**src/rtl/param_dm_cache_if.sv**
```systemverilog
// Bus bundle between the pipeline port, the cache and the RAM path.
// The cache connects through the slave modport; the pipeline/RAM side uses master.
interface param_dm_cache_if #(
  parameter int AW = 8,
  parameter int DW = 32
);
  // cpu_req is sampled only while the cache is idle and completes with a one-cycle
  // cpu_ready pulse; mem_req and its we/addr/wdata are held stable until the edge
  // that samples mem_ack, and mem_ack is ignored while mem_req is low.
  logic          cpu_req;
  logic          cpu_we;
  logic [AW-1:0] cpu_addr;
  logic [DW-1:0] cpu_wdata;
  logic [DW-1:0] cpu_rdata;
  logic          cpu_ready;
  logic          mem_req;
  logic          mem_we;
  logic [AW-1:0] mem_addr;
  logic [DW-1:0] mem_wdata;
  logic [DW-1:0] mem_rdata;
  logic          mem_ack;

  modport master (
    output cpu_req, cpu_we, cpu_addr, cpu_wdata, mem_rdata, mem_ack,
    input  cpu_rdata, cpu_ready, mem_req, mem_we, mem_addr, mem_wdata
  );

  modport slave (
    input  cpu_req, cpu_we, cpu_addr, cpu_wdata, mem_rdata, mem_ack,
    output cpu_rdata, cpu_ready, mem_req, mem_we, mem_addr, mem_wdata
  );
endinterface

```
**src/rtl/param_dm_cache.sv**
```systemverilog
// Direct-mapped, write-through, no-write-allocate cache with one-word lines,
// flush, busy flag and saturating hit/miss counters.
module param_dm_cache #(
  parameter int AW    = 8,
  parameter int DW    = 32,
  parameter int LINES = 16,
  parameter int CW    = 16
) (
  input  logic                clk,
  input  logic                rst,
  input  logic                flush,
  param_dm_cache_if.slave     bus,
  output logic                busy,
  output logic [CW-1:0]       hit_cnt,
  output logic [CW-1:0]       miss_cnt,
  output logic [1:0]          dbg_state
);
  localparam int IW = $clog2(LINES);
  localparam int TW = AW - IW;

  typedef enum logic [1:0] {
    S_IDLE    = 2'd0,
    S_LOOKUP  = 2'd1,
    S_MISS_RD = 2'd2,
    S_WR_THRU = 2'd3
  } state_t;

  state_t          state_q, state_d;
  logic [LINES-1:0] valid_q, valid_d;
  logic [TW-1:0]   tag_q  [LINES];
  logic [TW-1:0]   tag_d  [LINES];
  logic [DW-1:0]   data_q [LINES];
  logic [DW-1:0]   data_d [LINES];
  logic            we_q, we_d;
  logic [AW-1:0]   addr_q, addr_d;
  logic [DW-1:0]   wdata_q, wdata_d;
  logic            flush_pend_q, flush_pend_d;
  logic [CW-1:0]   hit_cnt_q, hit_cnt_d;
  logic [CW-1:0]   miss_cnt_q, miss_cnt_d;

  logic [IW-1:0]   idx;
  logic [TW-1:0]   tag;
  logic            hit;

  assign idx = addr_q[IW-1:0];
  assign tag = addr_q[AW-1:IW];
  assign hit = valid_q[idx] && (tag_q[idx] == tag);

  function automatic logic [CW-1:0] sat_inc(input logic [CW-1:0] v);
    return (v == {CW{1'b1}}) ? v : v + {{(CW-1){1'b0}}, 1'b1};
  endfunction

  // State register and all datapath flops.
  always_ff @(posedge clk) begin
    if (!rst) begin
      state_q      <= S_IDLE;
      valid_q      <= '0;
      we_q         <= 1'b0;
      addr_q       <= '0;
      wdata_q      <= '0;
      flush_pend_q <= 1'b0;
      hit_cnt_q    <= '0;
      miss_cnt_q   <= '0;
      for (int i = 0; i < LINES; i++) begin
        tag_q[i]  <= '0;
        data_q[i] <= '0;
      end
    end else begin
      state_q      <= state_d;
      valid_q      <= valid_d;
      we_q         <= we_d;
      addr_q       <= addr_d;
      wdata_q      <= wdata_d;
      flush_pend_q <= flush_pend_d;
      hit_cnt_q    <= hit_cnt_d;
      miss_cnt_q   <= miss_cnt_d;
      tag_q        <= tag_d;
      data_q       <= data_d;
    end
  end

  // Next-state and array/counter updates.
  always_comb begin
    state_d      = state_q;
    valid_d      = valid_q;
    tag_d        = tag_q;
    data_d       = data_q;
    we_d         = we_q;
    addr_d       = addr_q;
    wdata_d      = wdata_q;
    flush_pend_d = flush_pend_q;
    hit_cnt_d    = hit_cnt_q;
    miss_cnt_d   = miss_cnt_q;
    case (state_q)
      S_IDLE: begin
        // A live or deferred flush wins over a new request for this cycle.
        if (flush || flush_pend_q) begin
          valid_d      = '0;
          flush_pend_d = 1'b0;
        end else if (bus.cpu_req) begin
          we_d    = bus.cpu_we;
          addr_d  = bus.cpu_addr;
          wdata_d = bus.cpu_wdata;
          state_d = S_LOOKUP;
        end
      end
      S_LOOKUP: begin
        if (hit) hit_cnt_d  = sat_inc(hit_cnt_q);
        else     miss_cnt_d = sat_inc(miss_cnt_q);
        if (we_q) begin
          if (hit) data_d[idx] = wdata_q;
          state_d = S_WR_THRU;
        end else begin
          state_d = hit ? S_IDLE : S_MISS_RD;
        end
      end
      S_MISS_RD: begin
        if (bus.mem_ack) begin
          data_d[idx]  = bus.mem_rdata;
          tag_d[idx]   = tag;
          valid_d[idx] = 1'b1;
          state_d      = S_IDLE;
        end
      end
      S_WR_THRU: begin
        if (bus.mem_ack) state_d = S_IDLE;
      end
      default: state_d = S_IDLE;
    endcase
    if (state_q != S_IDLE && flush) flush_pend_d = 1'b1;
  end

  // Outputs; cpu_ready is masked while reset is asserted so an abort never completes.
  always_comb begin
    busy          = (state_q != S_IDLE);
    bus.mem_req   = 1'b0;
    bus.mem_we    = 1'b0;
    bus.mem_addr  = '0;
    bus.mem_wdata = '0;
    bus.cpu_ready = 1'b0;
    bus.cpu_rdata = '0;
    case (state_q)
      S_LOOKUP: begin
        if (!we_q && hit) begin
          bus.cpu_ready = 1'b1;
          bus.cpu_rdata = data_q[idx];
        end
      end
      S_MISS_RD: begin
        bus.mem_req  = 1'b1;
        bus.mem_addr = addr_q;
        if (bus.mem_ack) begin
          bus.cpu_ready = 1'b1;
          bus.cpu_rdata = bus.mem_rdata;
        end
      end
      S_WR_THRU: begin
        bus.mem_req   = 1'b1;
        bus.mem_we    = 1'b1;
        bus.mem_addr  = addr_q;
        bus.mem_wdata = wdata_q;
        if (bus.mem_ack) bus.cpu_ready = 1'b1;
      end
      default: ;
    endcase
    if (!rst) begin
      bus.cpu_ready = 1'b0;
      bus.cpu_rdata = '0;
    end
  end

  assign hit_cnt   = hit_cnt_q;
  assign miss_cnt  = miss_cnt_q;
  assign dbg_state = state_q;
endmodule
```
**src/flat_wrapper.sv**
```systemverilog
// flat-port wrapper written by rule: the top's interface ports become plain ports
module param_dm_cache_flat 
#(
  parameter int AW    = 8,
  parameter int DW    = 32,
  parameter int LINES = 16,
  parameter int CW    = 16
)
  (clk, rst, flush, busy, hit_cnt, miss_cnt, dbg_state, bus_cpu_req, bus_cpu_we, bus_cpu_addr, bus_cpu_wdata, bus_mem_rdata, bus_mem_ack, bus_cpu_rdata, bus_cpu_ready, bus_mem_req, bus_mem_we, bus_mem_addr, bus_mem_wdata);
  param_dm_cache_if #(.AW(AW), .DW(DW)) bus_i ();
  input  logic clk;
  input  logic rst;
  input  logic flush;
  output logic busy;
  output logic [CW-1:0] hit_cnt;
  output logic [CW-1:0] miss_cnt;
  output logic [1:0] dbg_state;
  input wire logic [$bits(bus_i.cpu_req)-1:0] bus_cpu_req;
  input wire logic [$bits(bus_i.cpu_we)-1:0] bus_cpu_we;
  input wire logic [$bits(bus_i.cpu_addr)-1:0] bus_cpu_addr;
  input wire logic [$bits(bus_i.cpu_wdata)-1:0] bus_cpu_wdata;
  input wire logic [$bits(bus_i.mem_rdata)-1:0] bus_mem_rdata;
  input wire logic [$bits(bus_i.mem_ack)-1:0] bus_mem_ack;
  output wire logic [$bits(bus_i.cpu_rdata)-1:0] bus_cpu_rdata;
  output wire logic [$bits(bus_i.cpu_ready)-1:0] bus_cpu_ready;
  output wire logic [$bits(bus_i.mem_req)-1:0] bus_mem_req;
  output wire logic [$bits(bus_i.mem_we)-1:0] bus_mem_we;
  output wire logic [$bits(bus_i.mem_addr)-1:0] bus_mem_addr;
  output wire logic [$bits(bus_i.mem_wdata)-1:0] bus_mem_wdata;
  assign bus_i.cpu_req = bus_cpu_req;
  assign bus_i.cpu_we = bus_cpu_we;
  assign bus_i.cpu_addr = bus_cpu_addr;
  assign bus_i.cpu_wdata = bus_cpu_wdata;
  assign bus_i.mem_rdata = bus_mem_rdata;
  assign bus_i.mem_ack = bus_mem_ack;
  assign bus_cpu_rdata = bus_i.cpu_rdata;
  assign bus_cpu_ready = bus_i.cpu_ready;
  assign bus_mem_req = bus_i.mem_req;
  assign bus_mem_we = bus_i.mem_we;
  assign bus_mem_addr = bus_i.mem_addr;
  assign bus_mem_wdata = bus_i.mem_wdata;
  param_dm_cache #(.AW(AW), .DW(DW), .LINES(LINES), .CW(CW)) u_core (.clk(clk), .rst(rst), .flush(flush), .bus(bus_i), .busy(busy), .hit_cnt(hit_cnt), .miss_cnt(miss_cnt), .dbg_state(dbg_state));
endmodule
```
**config.mk**
```make
export PLATFORM = sky130hd
export DESIGN_NAME = param_dm_cache_flat
export DESIGN_NICKNAME = d
export VERILOG_FILES = /design/src/rtl/param_dm_cache_if.sv /design/src/rtl/param_dm_cache.sv /design/src/flat_wrapper.sv
export SDC_FILE = /design/constraint.sdc
export NUM_CORES = 1
export LEC_CHECK = 0
export BUFFER_PORTS_ARGS = -buffer_cell sky130_fd_sc_hd__buf_2
export CAP_MARGIN = 20
export CORE_MARGIN = 5
export CORE_UTILIZATION = 50
export DETAILED_ROUTE_END_ITERATION = 10
export PLACE_DENSITY = 0.68
export SKIP_LAST_GASP = 1
export SYNTH_ARGS = -nofsm -noshare
export SYNTH_HDL_FRONTEND = slang
export SYNTH_SLANG_ARGS = --single-unit
```
**constraint.sdc**
```tcl
create_clock -name clk -period 4 [get_ports clk]
set_input_delay 0.4 -clock clk [delete_from_list [all_inputs] [get_ports clk]]
set_output_delay 0.4 -clock clk [all_outputs]
set_load 0.01 [all_outputs]
```
# Yosys cells after proc, flatten, opt, wreduce, memory -nomap -nowiden
# Cells that the tools add are included.
# classes
mux	45
n_addsub	2
bitwise_logic	6
order_cmp	4
n_eq_ne	13
n_reduce_logical	22
# ops
op	count
$mux 512	3
$bwmux 512	2
$pmux 512 s2	1
$mux 32	7
$bmux 32 s4	1
$demux 32 s4	1
$bwmux 64	1
$pmux 32 s2	1
$add 16x1->16 const B	2
$eq 16x16->1 const B	2
$mux 16	2
$pmux 16 s2	1
$bmux 4 s4	1
$demux 4 s4	1
$or 16x16->16	1
$reduce_and 3->1	5
$mux 4	3
$mux 1	10
$mux 2	5
$reduce_bool 2->1	5
$mux 8	1
$ne 2x1->1 const B	4
$ne 2x2->1 const B	3
$pmux 2 s3	1
19 further kinds	28
# totals
elab_cells	132
ff_bits	668
input_bits	78

# Longest topological paths before layout
# Gate-level depths: netlist of the first run.
# logic_depth
depth_word	10
mapped_depth	12
mapped_depth_nobuf	8

# Worst setup path after synthesis of the first run
# OpenSTA, ideal clock, no wires.
# synth_timing
path_type	register to output
from	register u_core.addr_q[1]
to	output bus_cpu_rdata[0]
stages_incl_launch_ff	10
t_arrival_ns	2.823
setup_slack_ns	0.777
cell_sequence	dfxtp_1 buf_2 buf_6 buf_4 clkbuf_1 clkbuf_1 clkbuf_1 mux4_2 mux4_2 a32o_1
# synth_via
elab_chain_cells	10
# synth_lines
item	line	source
start: declaration	param_dm_cache.sv:35	logic [AW-1:0] addr_q, addr_d;
start signal: assignment	param_dm_cache.sv:72	addr_q <= addr_d;
$not 4->5 (implied by the code)	param_dm_cache.sv:47, param_dm_cache.sv:146	
$bmux 4 s4	param_dm_cache.sv:47	assign hit = valid_q[idx] && (tag_q[idx] == tag);
$mux 4 (implied by the code) (2 in a row)	param_dm_cache.sv:47	
$eq 4x4->1	param_dm_cache.sv:47	
$logic_and 1x1->1	param_dm_cache.sv:47	
$logic_and 1x1->1	param_dm_cache.sv:144	if (!we_q && hit) begin
$mux 32 (*)	param_dm_cache.sv:144	
$pmux 32 s2 (*)	param_dm_cache.sv:142	case (state_q)
$mux 32 (*)	param_dm_cache.sv:166	if (!rst) begin
end: declaration	flat_wrapper.sv:24	output wire logic [$bits(bus_i.cpu_rdata)-1:0] bus_cpu_rdata;
# Every way passes the cells marked *; elsewhere a longest branch is shown, timed or not. The select of a mux whose other input is x is not followed.

# Final worst setup path of the first run
# layout_timing
from	register u_core.addr_q[0]
to	output bus_cpu_rdata[30]
# Same word-level chain as after synthesis.

==> results of run 1 <==
==> critical path: cells and delay by family (launching register included) <==
| kind | cells | cell delay, ns |
|---|---|---|
| AO/OA/AOI/OAI | 1 | 0.18 |
| XOR/XNOR | 1 | 0.17 |
| buffers and inverters | 5 | 0.78 |
| flip-flops | 1 | 0.44 |
| multiplexers | 1 | 0.51 |
| AND/OR/NAND/NOR | 3 | 0.86 |
==> per-layer routing <==
layer / routed length, um / part of all wire [%] / up-vias / GRT usage (%)
met5: 0 / 0 / - / 0
met4: 2640 / 3.1 / 0 / 8.51
met3: 6010 / 7.0 / 181 / 4.09
met2: 40900 / 48 / 872 / 40.7
met1: 36000 / 42 / 11600 / 32.2
li1: - / - / 10500 / -
==> flip-flops by register name, summed over array words and instances (netlist names), 2 cells and up <==
register,count
u_core.dbg_state,2
u_core.hit_cnt,16
u_core.tag_q,64
u_core.addr_q,8
u_core.data_q,512
u_core.valid_q,16
u_core.miss_cnt,16
u_core.wdata_q,32
==> power groups by stage <==
stage	logic [mW]	registers, mW	clock network, mW
after floorplan	1.44	6.94	0
after global placement	2.06	6.99	0
after detailed placement	2.09	7.00	0
after CTS	2.13	6.84	6.65
after global routing	2.45	6.85	6.94
final	2.33	6.84	6.55
==> worst min-delay path by stage <==
stage                              to  slack (ns)  depth (start not counted)
floorplan            u_core.tag_q[53]        0.43                          2
global placement    u_core.data_q[91]        0.44                          2
detailed placement  u_core.data_q[41]        0.45                          2
CTS                  u_core.addr_q[7]       0.006                          3
global route         u_core.addr_q[7]        0.03                          3
finish               u_core.addr_q[7]        0.03                          3
==> area by class of cell <==
| cell class | instances | area, um2 | area share [%] |
|---|---|---|---|
| clock inverter | 21 | 229 | 0.657 |
| sequential | 668 | 13400 | 38.4 |
| tap | 782 | 978 | 2.81 |
| timing repair buffer | 284 | 1980 | 5.69 |
| inverter | 10 | 38.8 | 0.111 |
| multi-input combinational | 2019 | 16100 | 46.3 |
| clock buffer | 102 | 2090 | 5.99 |
==> layout by cell type, fill, tap and decap left out, types with 15 or more instances in the layout <==
cell type / synthesis / layout
nand2_1: 719 / 719
dfxtp_1: 668 / 664
mux2i_1: 585 / 585
buf_2: 15 / 186
mux4_2: 177 / 177
a21oi_1: 89 / 89
nor2_1: 87 / 84
clkbuf_16: 0 / 77
buf_4: 37 / 70
and2_1: 43 / 43
nand3_1: 44 / 43
nor3_1: 39 / 39
mux2_2: 35 / 35
nand2b_1: 34 / 34
o21ai_0: 21 / 21
nand4_1: 20 / 20
a32o_1: 17 / 17
buf_12: 0 / 17
o21a_1: 16 / 16
a32o_2: 15 / 15
clkbuf_1: 180 / 15
==> timing repair <==
item,4_1_cts,5_1_grt
setup buffers,6,18
gates resized for setup,4,15
endpoints found under the setup margin,33,33
pin swaps,0,8
cloned,0,3
==> per-stage QoR <==
stage / power, mW / setup slack [ns]
2_1_floorplan: 8.39 / 0.777
3_3_place_gp: 9.06 / 0.442
3_5_place_dp: 9.09 / 0.371
4_1_cts: 15.6 / 0.0180
5_1_grt: 16.2 / -0.0349
6_report: 15.7 / 0.0488
==> kinds of logic (layout without fill, tap and decap cells) <==
group / Yosys count / after routing / share of synthesized area (%)
adder cells (fa/ha/maj): 6 / 6 / 0.245
buffers and inverters: 275 / 417 / 4.39
multiplexers: 797 / 797 / 33.4
AO/OA/AOI/OAI: 190 / 190 / 4.29
flip-flops: 668 / 668 / 43.6
AND/OR/NAND/NOR: 1020 / 1020 / 14.0
XOR/XNOR: 6 / 6 / 0.171
==> results by group, run 1 <==
Timing
  – Fmax: 0.253 GHz
  – RSZ-0062 raised after global routing: yes
  – Part of the cycle the worst path needs: 98.8%
  – Final hold violations: 0
  – Slew @ Worst Pin: 1.14 ns
  – Endpoints failing setup: 0
  – Minimum clock period: 3.95 ns
  – Setup_tns: 0 ns
  – Relative slew slack: 23.9%
  – Pins Over Slew Limit: 0
  – Hold_ws: 0.0312 ns
  – Setup Skew: 0.0263 ns

Critical path
  – Slowest-stage cell, CP: or4_4
  – CP arrival: 3.55 ns
  – Crit path capture: bus_cpu_rdata[30]
  – Setup crit start kind: flop
  – CP endpoint kind: output port
  – Worst Setup SP: u_core.addr_q[0]
  – RR Endpoint: u_core.data_q[266]
  – Critical path, cell by cell: buf_6 > buf_4 > mux4_2 > xnor2_2 > nor2_1 > or4_4 > nor3_4 > buf_12 > clkbuf_16 > a32o_1 > buf_2
  – CP Data Required Time: 3.60 ns
  – Critical R2R Launch: u_core.addr_q[0]
  – Crit Path Class: flop to output port
  – Slowest Stage Delay on Critical Path: 0.55 ns
  – CP Max Fanout: 7
  – Worst Reg2Reg Path Length in Cells: 12
  – FF-to-FF setup slack: 0.43 ns

Flow run
  – Max_cap viols: 0

Floorplan
  – Die span in y: 258 um
  – Core area: 60600 um2
  – Die X: 258 um
  – Die ar.: 66400 um2
  – Row Count: 90
  – Initial Util: 50.6%
  – Ports: 188

Placement
  – Placed Instances: 3736
  – Port Buffers: 187
  – Routability cong.: 0.879
  – Placed Area: 32200 um2
  – Detailed placement HPWL: 52900 um

Synth
  – #FFs+latches synth: 668
  – Number of flops mapped to enable cells by yosys: 0
  – Syn Area/Cell: 10.4 um2
  – Share of synthesized area occupied by flip-flops and latches: 43.6%
  – Yosys warning count: 0
  – Post-Syn Area: 30700 um2
  – Ranking of synthesized cells by area: dfxtp_1, mux2i_1, mux4_2
  – Cell variety after synth: 53
  – Commonest cells in the netlist: nand2_1, dfxtp_1, mux2i_1, clkbuf_1, mux4_2
  – Cells after synthesis: 2962
  – Share of the synthesized area in the top cell type: 43.6%
  – FFs w/ async S/R, synth: 0%
  – Synthesized Nets: 3046
  – Post-synthesis cell type with the largest combined area: dfxtp_1
  – Count leader, synth: nand2_1
  – Post-synth top flop: dfxtp_1

Clock network
  – CTS tree: done
  – CTS Buffer Depth: 3
  – H-Tree Level Count: 3
  – Root buffer cell: clkbuf_16
  – Cts hold-fix bufs: 0
  – Sink Count: 668
  – Reg clk slew, reported paths: 0.06 ns
  – Worst skew pair latency: 0.61 ns
  – TritonCTS buffer count: 72

Final layout
  – Non-filler instance count after layout: 3886
  – # fillers: 4972
  – Nets@finish: 3139
  – Inserted Diodes: 0
  – Layout cells sized above 1: 21.2%
  – Util after Layout: 57.5%
  – Area grow syn2layout: 13.5%
  – Post-route cell area: 34800 um2

Power
  – Internal power: 11.4 mW
  – Leakage: 15.9 nW
  – Logic pwr share: 14.8%
  – Reg power frac: 43.5%
  – Clk pwr share: 41.7%
  – Switching Share: 27.2%
  – P per Cell Area: 452 nW/um2
  – NetSw: 4.28 mW
  – Peak supply drop: 0.259 mV

Detailed routing
  – DRT Pass-1 Iters: 6
  – Total number of vias: 23200
  – Drc violations: 0
  – Wirelength, routed: 85600 um
  – First DRT Iteration DRCs: 2146
  – Drt via density: 5.97
  – Antenna-violating nets left: 0
  – Routed wire per std cell: 22.0 um

Worst hold path
  – Hold Startpoint: bus_cpu_addr[7]
  – Hold Path Class: primary input to flop

Global routing
  – GRT Overall Usage: 24.3%
  – Antenna violations before repair: 1
  – GR Overflow Total: 0
  – First-pass GRT wire length: 130000 um
  – Largest net degree at the start of global routing: 196
  – Number of global-route vias before repair: 22900

Outcome
  – Outcome: completed
No activity file was read; power rests on OpenSTA's default activity.
==> inputs of run 2 (changes only) <==
==> constraint.sdc (replaced) <==
create_clock -name clk -period 3.9 [get_ports clk]
set_input_delay 0.39 -clock clk [delete_from_list [all_inputs] [get_ports clk]]
set_output_delay 0.39 -clock clk [all_outputs]
set_load 0.01 [all_outputs]
==> results by group, run 2 (synthesis results as in run 1) <==
Placement
  – Pre-CTS WS: 0.389 ns (was 0.371 ns)
  – Placed Area: 32200 um2 (about the same)
  – Detailed placement HPWL: 51300 um (was 52900 um)
  – Routability cong.: 0.856 (was 0.879)
  – Port Buffers: 187 (unchanged)
  – Placed Instances: 3740 (was 3736)

Floorplan
  – Row Count: 90 (unchanged)
  – Core area: 60600 um2 (unchanged)
  – Initial Util: 50.6% (unchanged)
  – Ports: 188 (unchanged)
  – Die X: 258 um (unchanged)
  – Die span in y: 258 um (unchanged)
  – Die ar.: 66400 um2 (unchanged)

Timing
  – Setup_tns: -0.0116 ns (was 0 ns)
  – Hold_ws: 0.0304 ns (was 0.0312 ns)
  – Part of the cycle the worst path needs: 100%
  – Setup Skew: 0.0149 ns (was 0.0263 ns)
  – Final WS setup: -0.00490 ns (was 0.0488 ns)
  – Relative slew slack: 29.9% (was 23.9%)
  – Final hold violations: 0 (unchanged)
  – Minimum clock period: 3.90 ns
  – Endpoints failing setup: 3 (was 0)
  – Fmax: 0.256 GHz
  – Slew @ Worst Pin: 1.04 ns (was 1.14 ns)
  – RSZ-0062 raised after global routing: yes (unchanged)
  – Pins Over Slew Limit: 0 (unchanged)

Clock network
  – Worst skew pair latency: 0.60 ns (was 0.61 ns)
  – Sink Count: 668 (unchanged)
  – TritonCTS buffer count: 70 (was 72)
  – Reg clk slew, reported paths: 0.06 ns (about the same)
  – H-Tree Level Count: 3 (unchanged)
  – CTS Buffer Depth: 3 (unchanged)
  – Root buffer cell: clkbuf_16 (unchanged)
  – CTS tree: done (unchanged)

Critical path
  – Worst Setup SP: u_core.addr_q[0] (unchanged)
  – Critical path, cell by cell: buf_6 > buf_6 > mux4_2 > nand2_1 > nand2_1 > and3_4 > or4_4 > nor3_4 > buf_4 > clkbuf_16 > a32o_1 > buf_2 (was buf_6 > buf_4 > mux4_2 > xnor2_2 > nor2_1 > or4_4 > nor3_4 > buf_12 > clkbuf_16 > a32o_1 > buf_2)
  – CP arrival: 3.51 ns (was 3.55 ns)
  – Setup crit start kind: flop (unchanged)
  – Critical R2R Launch: u_core.addr_q[1] (was u_core.addr_q[0])
  – Slowest Stage Delay on Critical Path: 0.57 ns (was 0.55 ns)
  – FF-to-FF setup slack: 0.57 ns (was 0.43 ns)
  – CP endpoint kind: output port (unchanged)
  – Slowest-stage cell, CP: or4_4 (unchanged)
  – CP Max Fanout: 9 (was 7)
  – Crit Path Class: flop to output port (unchanged)
  – CP Data Required Time: 3.51 ns (was 3.60 ns)

Final layout
  – Layout cells sized above 1: 20.8% (was 21.2%)
  – Largest registers: u_core.data_q (512), u_core.tag_q (64), u_core.wdata_q (32) (unchanged)
  – Util after Layout: 57.1% (was 57.5%)
  – Most frequent cells in the layout: nand2_1, dfxtp_1, mux2i_1, buf_2, mux4_2 (unchanged)
  – Post-route cell area: 34600 um2 (was 34800 um2)
  – Max reg flops: 512 (unchanged)
  – Area grow syn2layout: 12.8% (was 13.5%)
  – Inserted Diodes: 0 (unchanged)
  – Most common cell after layout, fill and taps aside: nand2_1 (unchanged)
  – # fillers: 5035 (was 4972)
  – Non-filler instance count after layout: 3876 (was 3886)
  – Largest Register: u_core.data_q (unchanged)
  – Nets@finish: 3130 (was 3139)

Flow run
  – Max_cap viols: 0 (unchanged)

Global routing
  – Number of global-route vias before repair: 22800 (was 22900)
  – Largest net degree at the start of global routing: 215 (was 196)
  – GRT Overall Usage: 24.3% (about the same)
  – Antenna violations before repair: 2 (was 1)
  – GR Overflow Total: 0 (unchanged)
  – First-pass GRT wire length: 130000 um (about the same)

Detailed routing
  – First DRT Iteration DRCs: 2171 (was 2146)
  – Drt via density: 5.89 (was 5.97)
  – Antenna-violating nets left: 0 (unchanged)
  – Total number of vias: 22800 (was 23200)
  – DRT Pass-1 Iters: 6 (unchanged)
  – Routed wire per std cell: 21.7 um (was 22.0 um)
  – Drc violations: 0 (unchanged)
  – Wirelength, routed: 84100 um (was 85600 um)

Worst hold path
  – Hold Startpoint: bus_cpu_wdata[2] (was bus_cpu_addr[7])
  – Hold Path Class: primary input to flop (unchanged)

Outcome
  – Outcome: complete, but fails checks (was completed)
  – Failing checks: negative setup slack

Power
  – Leakage: 15.8 nW (was 15.9 nW)
  – Power Total: 15.6 mW (was 15.7 mW)
  – P per Cell Area: 451 nW/um2 (was 452 nW/um2)
  – Peak supply drop: 0.240 mV (was 0.259 mV)
-- run 2: cell type report --
type	instances	area, um2	share of cell area (%)
Clock inverter	22	166	0.481
Timing Repair Buffer	277	1940	5.62
Sequential cell	668	13400	38.7
Tap cell	782	978	2.83
Multi-Input combinational cell	2019	16100	46.6
Inverter	10	38.8	0.112
Clock buffer	98	1970	5.69
-- run 2: path summary, 6_finish.rpt --
kind | to | cells after the start
setup / recovery | bus_cpu_rdata[24] | 12
hold / removal | u_core.wdata_q[2] | 3
setup reg to reg | u_core.data_q[404] | 11
hold reg to reg | u_core.data_q[186] | 2
-- run 2: critical path, delay by kind of cell, from the launching register on --
kind	cells	cell delay, ns
AOI/OAI and AO/OA	1	0.17
buffers and inverters	5	0.73
DFF	1	0.41
muxes	1	0.51
and+or+nand+nor	5	1.10
-- run 2: timing repair --
item,CTS,global route
gates cloned,0,2
hold buffers,1,0
pin swaps,0,2
gates resized for setup,5,26
endpoints found under the setup margin,33,33
endpoints found under the hold margin,1,0
buffers inserted,6,8
-- run 2: power by group --
part,internal [mW],switching [mW]
logic,0.774,1.54
clock network,3.59,2.70
registers,6.92,0.0921
total,11.3,4.33
-- run 2: per-layer routing --
layer	track usage, %	part of all wire [%]	up-vias
met4	7.37	2.7	2
met3	3.33	5.9	140
met1	32.5	43	11400
met5	0	0.015	-
li1	-	-	10500
met2	41.2	49	736
==> inputs of run 3 (changes only) <==
--- a/config.mk
+++ b/config.mk
@@ -7,11 +7,14 @@
 export LEC_CHECK = 0
 export BUFFER_PORTS_ARGS = -buffer_cell sky130_fd_sc_hd__buf_2
 export CAP_MARGIN = 20
+export CELL_PAD_IN_SITES_DETAIL_PLACEMENT = 0
+export CELL_PAD_IN_SITES_GLOBAL_PLACEMENT = 1
 export CORE_MARGIN = 5
-export CORE_UTILIZATION = 50
+export CORE_UTILIZATION = 49
 export DETAILED_ROUTE_END_ITERATION = 10
-export PLACE_DENSITY = 0.68
+export PLACE_DENSITY_LB_ADDON = 0.1
 export SKIP_LAST_GASP = 1
+export SLEW_MARGIN = 20
 export SYNTH_ARGS = -nofsm -noshare
 export SYNTH_HDL_FRONTEND = slang
 export SYNTH_SLANG_ARGS = --single-unit
==> results by group, run 3 (synthesis results as in run 1) <==
Outcome
  – Outcome: complete, but fails checks (unchanged)
  – Failing checks: negative setup slack (unchanged)

Detailed routing
  – Drt via density: 5.69 (was 5.89)
  – DRT Pass-1 Iters: 5 (was 6)
  – Wirelength, routed: 85900 um (was 84100 um)
  – DRT met1 WL: 37900 um (was 35900 um)
  – Total number of vias: 22500 (was 22800)
  – Top Layer Used: met4 (was met5)
  – Antenna-violating nets left: 0 (unchanged)
  – First DRT Iteration DRCs: 1556 (was 2171)
  – DR WL met3: 3610 um (was 4980 um)
  – Drc violations: 0 (unchanged)
  – Routed wl met2: 42100 um (was 40900 um)
  – Routed wire per std cell: 21.7 um (about the same)

Floorplan
  – Core area: 61800 um2 (was 60600 um2)
  – Die span in y: 260 um (was 258 um)
  – Ports: 188 (unchanged)
  – Die ar.: 67700 um2 (was 66400 um2)
  – Row Count: 91 (was 90)
  – Initial Util: 49.6% (was 50.6%)
  – Die X: 260 um (was 258 um)

Clock network
  – H-Tree Level Count: 3 (unchanged)
  – Reg clk slew, reported paths: 0.06 ns (about the same)
  – Worst skew pair latency: 0.61 ns (was 0.60 ns)
  – TritonCTS buffer count: 73 (was 70)
  – Sink Count: 668 (unchanged)
  – CTS Buffer Depth: 3 (unchanged)
  – CTS tree: done (unchanged)
  – Root buffer cell: clkbuf_16 (unchanged)

Global routing
  – First-pass GRT wire length: 132000 um (was 130000 um)
  – Largest net degree at the start of global routing: 176 (was 215)
  – Number of global-route vias before repair: 22500 (was 22800)
  – GRT Overall Usage: 24.8% (was 24.3%)
  – Antenna violations before repair: 0 (was 2)
  – GR Overflow Total: 0 (unchanged)

Critical path
  – CP Data Required Time: 3.51 ns (about the same)
  – CP Max Fanout: 19 (was 9)
  – Top cell by count, worst path: mux2i_1
  – Critical path, cell by cell: mux4_2 > mux2i_1 > xnor2_1 > mux2i_1 > or4_4 > nor3_4 > buf_12 > a32o_1 > buf_2 (was buf_6 > buf_6 > mux4_2 > nand2_1 > nand2_1 > and3_4 > or4_4 > nor3_4 > buf_4 > clkbuf_16 > a32o_1 > buf_2)
  – FF-to-FF setup slack: 0.52 ns (was 0.57 ns)
  – Critical R2R Launch: u_core.addr_q[0] (was u_core.addr_q[1])
  – CP arrival: 3.52 ns (was 3.51 ns)
  – CP endpoint kind: output port (unchanged)
  – CP top delay family: multiplexers (was simple AND/OR/NAND/NOR gates)
  – Setup crit start kind: flop (unchanged)
  – RR Endpoint: u_core.data_q[96] (was u_core.data_q[404])
  – Worst Reg2Reg Path Length in Cells: 10 (was 11)
  – Stages on worst setup path: 9 (was 12)
  – Crit path capture: bus_cpu_rdata[30] (was bus_cpu_rdata[24])
  – Buf+Inv Stages, Crit Path: 2 (was 5)
  – Crit Path Class: flop to output port (unchanged)
  – Worst Setup SP: u_core.addr_q[1] (was u_core.addr_q[0])
  – Slowest-stage cell, CP: or4_4 (unchanged)
  – Slowest Stage Delay on Critical Path: 0.60 ns (was 0.57 ns)

Final layout
  – Layout cells sized above 1: 20.9% (was 20.8%)
  – Largest Register: u_core.data_q (unchanged)
  – Inserted Diodes: 0 (unchanged)
  – Largest registers: u_core.data_q (512), u_core.tag_q (64), u_core.wdata_q (32) (unchanged)
  – Nets@finish: 3153 (was 3130)
  – Most common cell after layout, fill and taps aside: nand2_1 (unchanged)
  – Most frequent cells in the layout: nand2_1, dfxtp_1, mux2i_1, buf_2, mux4_2 (unchanged)
  – # fillers: 5403 (was 5035)
  – Util after Layout: 56.7% (was 57.1%)
  – Max reg flops: 512 (unchanged)
  – Area grow syn2layout: 14.2% (was 12.8%)
  – Post-route cell area: 35000 um2 (was 34600 um2)

Timing
  – Endpoints failing setup: 3 (unchanged)
  – Pins Over Slew Limit: 0 (unchanged)
  – Setup Skew: 0.0217 ns (was 0.0149 ns)
  – RSZ-0062 raised after global routing: yes (unchanged)
  – Part of the cycle the worst path needs: 100% (about the same)
  – Fmax: 0.256 GHz (about the same)
  – Slew @ Worst Pin: 0.934 ns (was 1.04 ns)
  – Relative slew slack: 37.7% (was 29.9%)
  – Minimum clock period: 3.91 ns (was 3.90 ns)
  – Final WS setup: -0.0113 ns (was -0.00490 ns)
  – Setup_tns: -0.0253 ns (was -0.0116 ns)
  – Final hold violations: 0 (unchanged)

Power
  – Peak supply drop: 0.259 mV (was 0.240 mV)
  – P per Cell Area: 458 nW/um2 (was 451 nW/um2)
  – Power Total: 16.0 mW (was 15.6 mW)
  – Leakage: 16.0 nW (was 15.8 nW)

Placement
  – Routability cong.: 0.822 (was 0.856)
  – Detailed placement HPWL: 53000 um (was 51300 um)
  – Pre-CTS WS: 0.352 ns (was 0.389 ns)
  – Placed Area: 32400 um2 (was 32200 um2)
  – Port Buffers: 187 (unchanged)

Worst hold path
  – Hold Path Class: primary input to flop (unchanged)

Flow run
  – Max_cap viols: 0 (unchanged)
==> run 3: cell count changes in the layout (fill, tap and decap cells not counted), sizes merged <==
cell | before | now
bufinv | 1 | 3
clkinv | 12 | 18
clkinvlp | 5 | 4
dlygate4sd3 | 1 | 23
inv | 14 | 13
==> run 3: layer usage <==
layer | global-route usage, % | up-vias
met5 | 0 | -
met4 | 6.88 | 0
met3 | 3.62 | 133
met2 | 42.2 | 511
met1 | 33.2 | 11300
li1 | - | 10600
==> run 3: final cells by class <==
class                      count  area [um2]  share of cell area (%)
sequential                   668       13400                    38.2
multi-input combinational   2019       16100                    46.0
inverter                      10        38.8                   0.111
tap                          837        1050                    2.99
clock inverter                28         244                   0.696
clock buffer                 100        2080                    5.94
timing repair buffer         297        2130                    6.08
==> run 3: worst min-delay path by stage <==
stage                    endpoint  slack [ns]  cells past startpoint               start
4_1_cts        u_core.wdata_q[10]       0.002                      3   bus_cpu_wdata[10]
6_report       u_core.wdata_q[23]        0.04                      3   bus_cpu_wdata[23]
5_1_grt        u_core.wdata_q[10]        0.01                      3   bus_cpu_wdata[10]
2_1_floorplan    u_core.tag_q[53]        0.43                      2    u_core.tag_q[53]
3_5_place_dp   u_core.data_q[398]        0.45                      2  u_core.data_q[398]
3_3_place_gp     u_core.data_q[2]        0.44                      2    u_core.data_q[2]
==> run 3: stage by stage <==
step | hold slack (ns) | cells
floorplan | 0.433 | 2962
global placement | 0.441 | 3798
detailed placement | 0.449 | 3798
CTS | 0.00151 | 3957
global route | 0.0139 | 3959
finish | 0.0355 | 3959
==> run 3: worst register-to-register path, stage by stage (launching register included) <==
cell and delay (ns):
dfxtp_4 0.41, buf_4 0.20, mux4_2 0.51, mux2i_1 0.17
xor2_1 0.12, o221ai_2 0.24, buf_4 0.27, nor3_1 0.12
a21oi_4 0.70, buf_12 0.32, mux2i_1 0.25
==> run 3: timing repair <==
action	4_1_cts	5_1_grt
setup endpoints to repair	33	33
resized for setup	7	1
hold endpoints to repair	23	0
pin swaps	0	1
buffers inserted	8	2
hold buffers	23	0
==> run 3: power breakdown <==
group	total [mW]	switching (mW)	internal, mW
combinational	2.24	1.48	0.759
clock	6.76	2.82	3.94
sequential	7.03	0.108	6.92
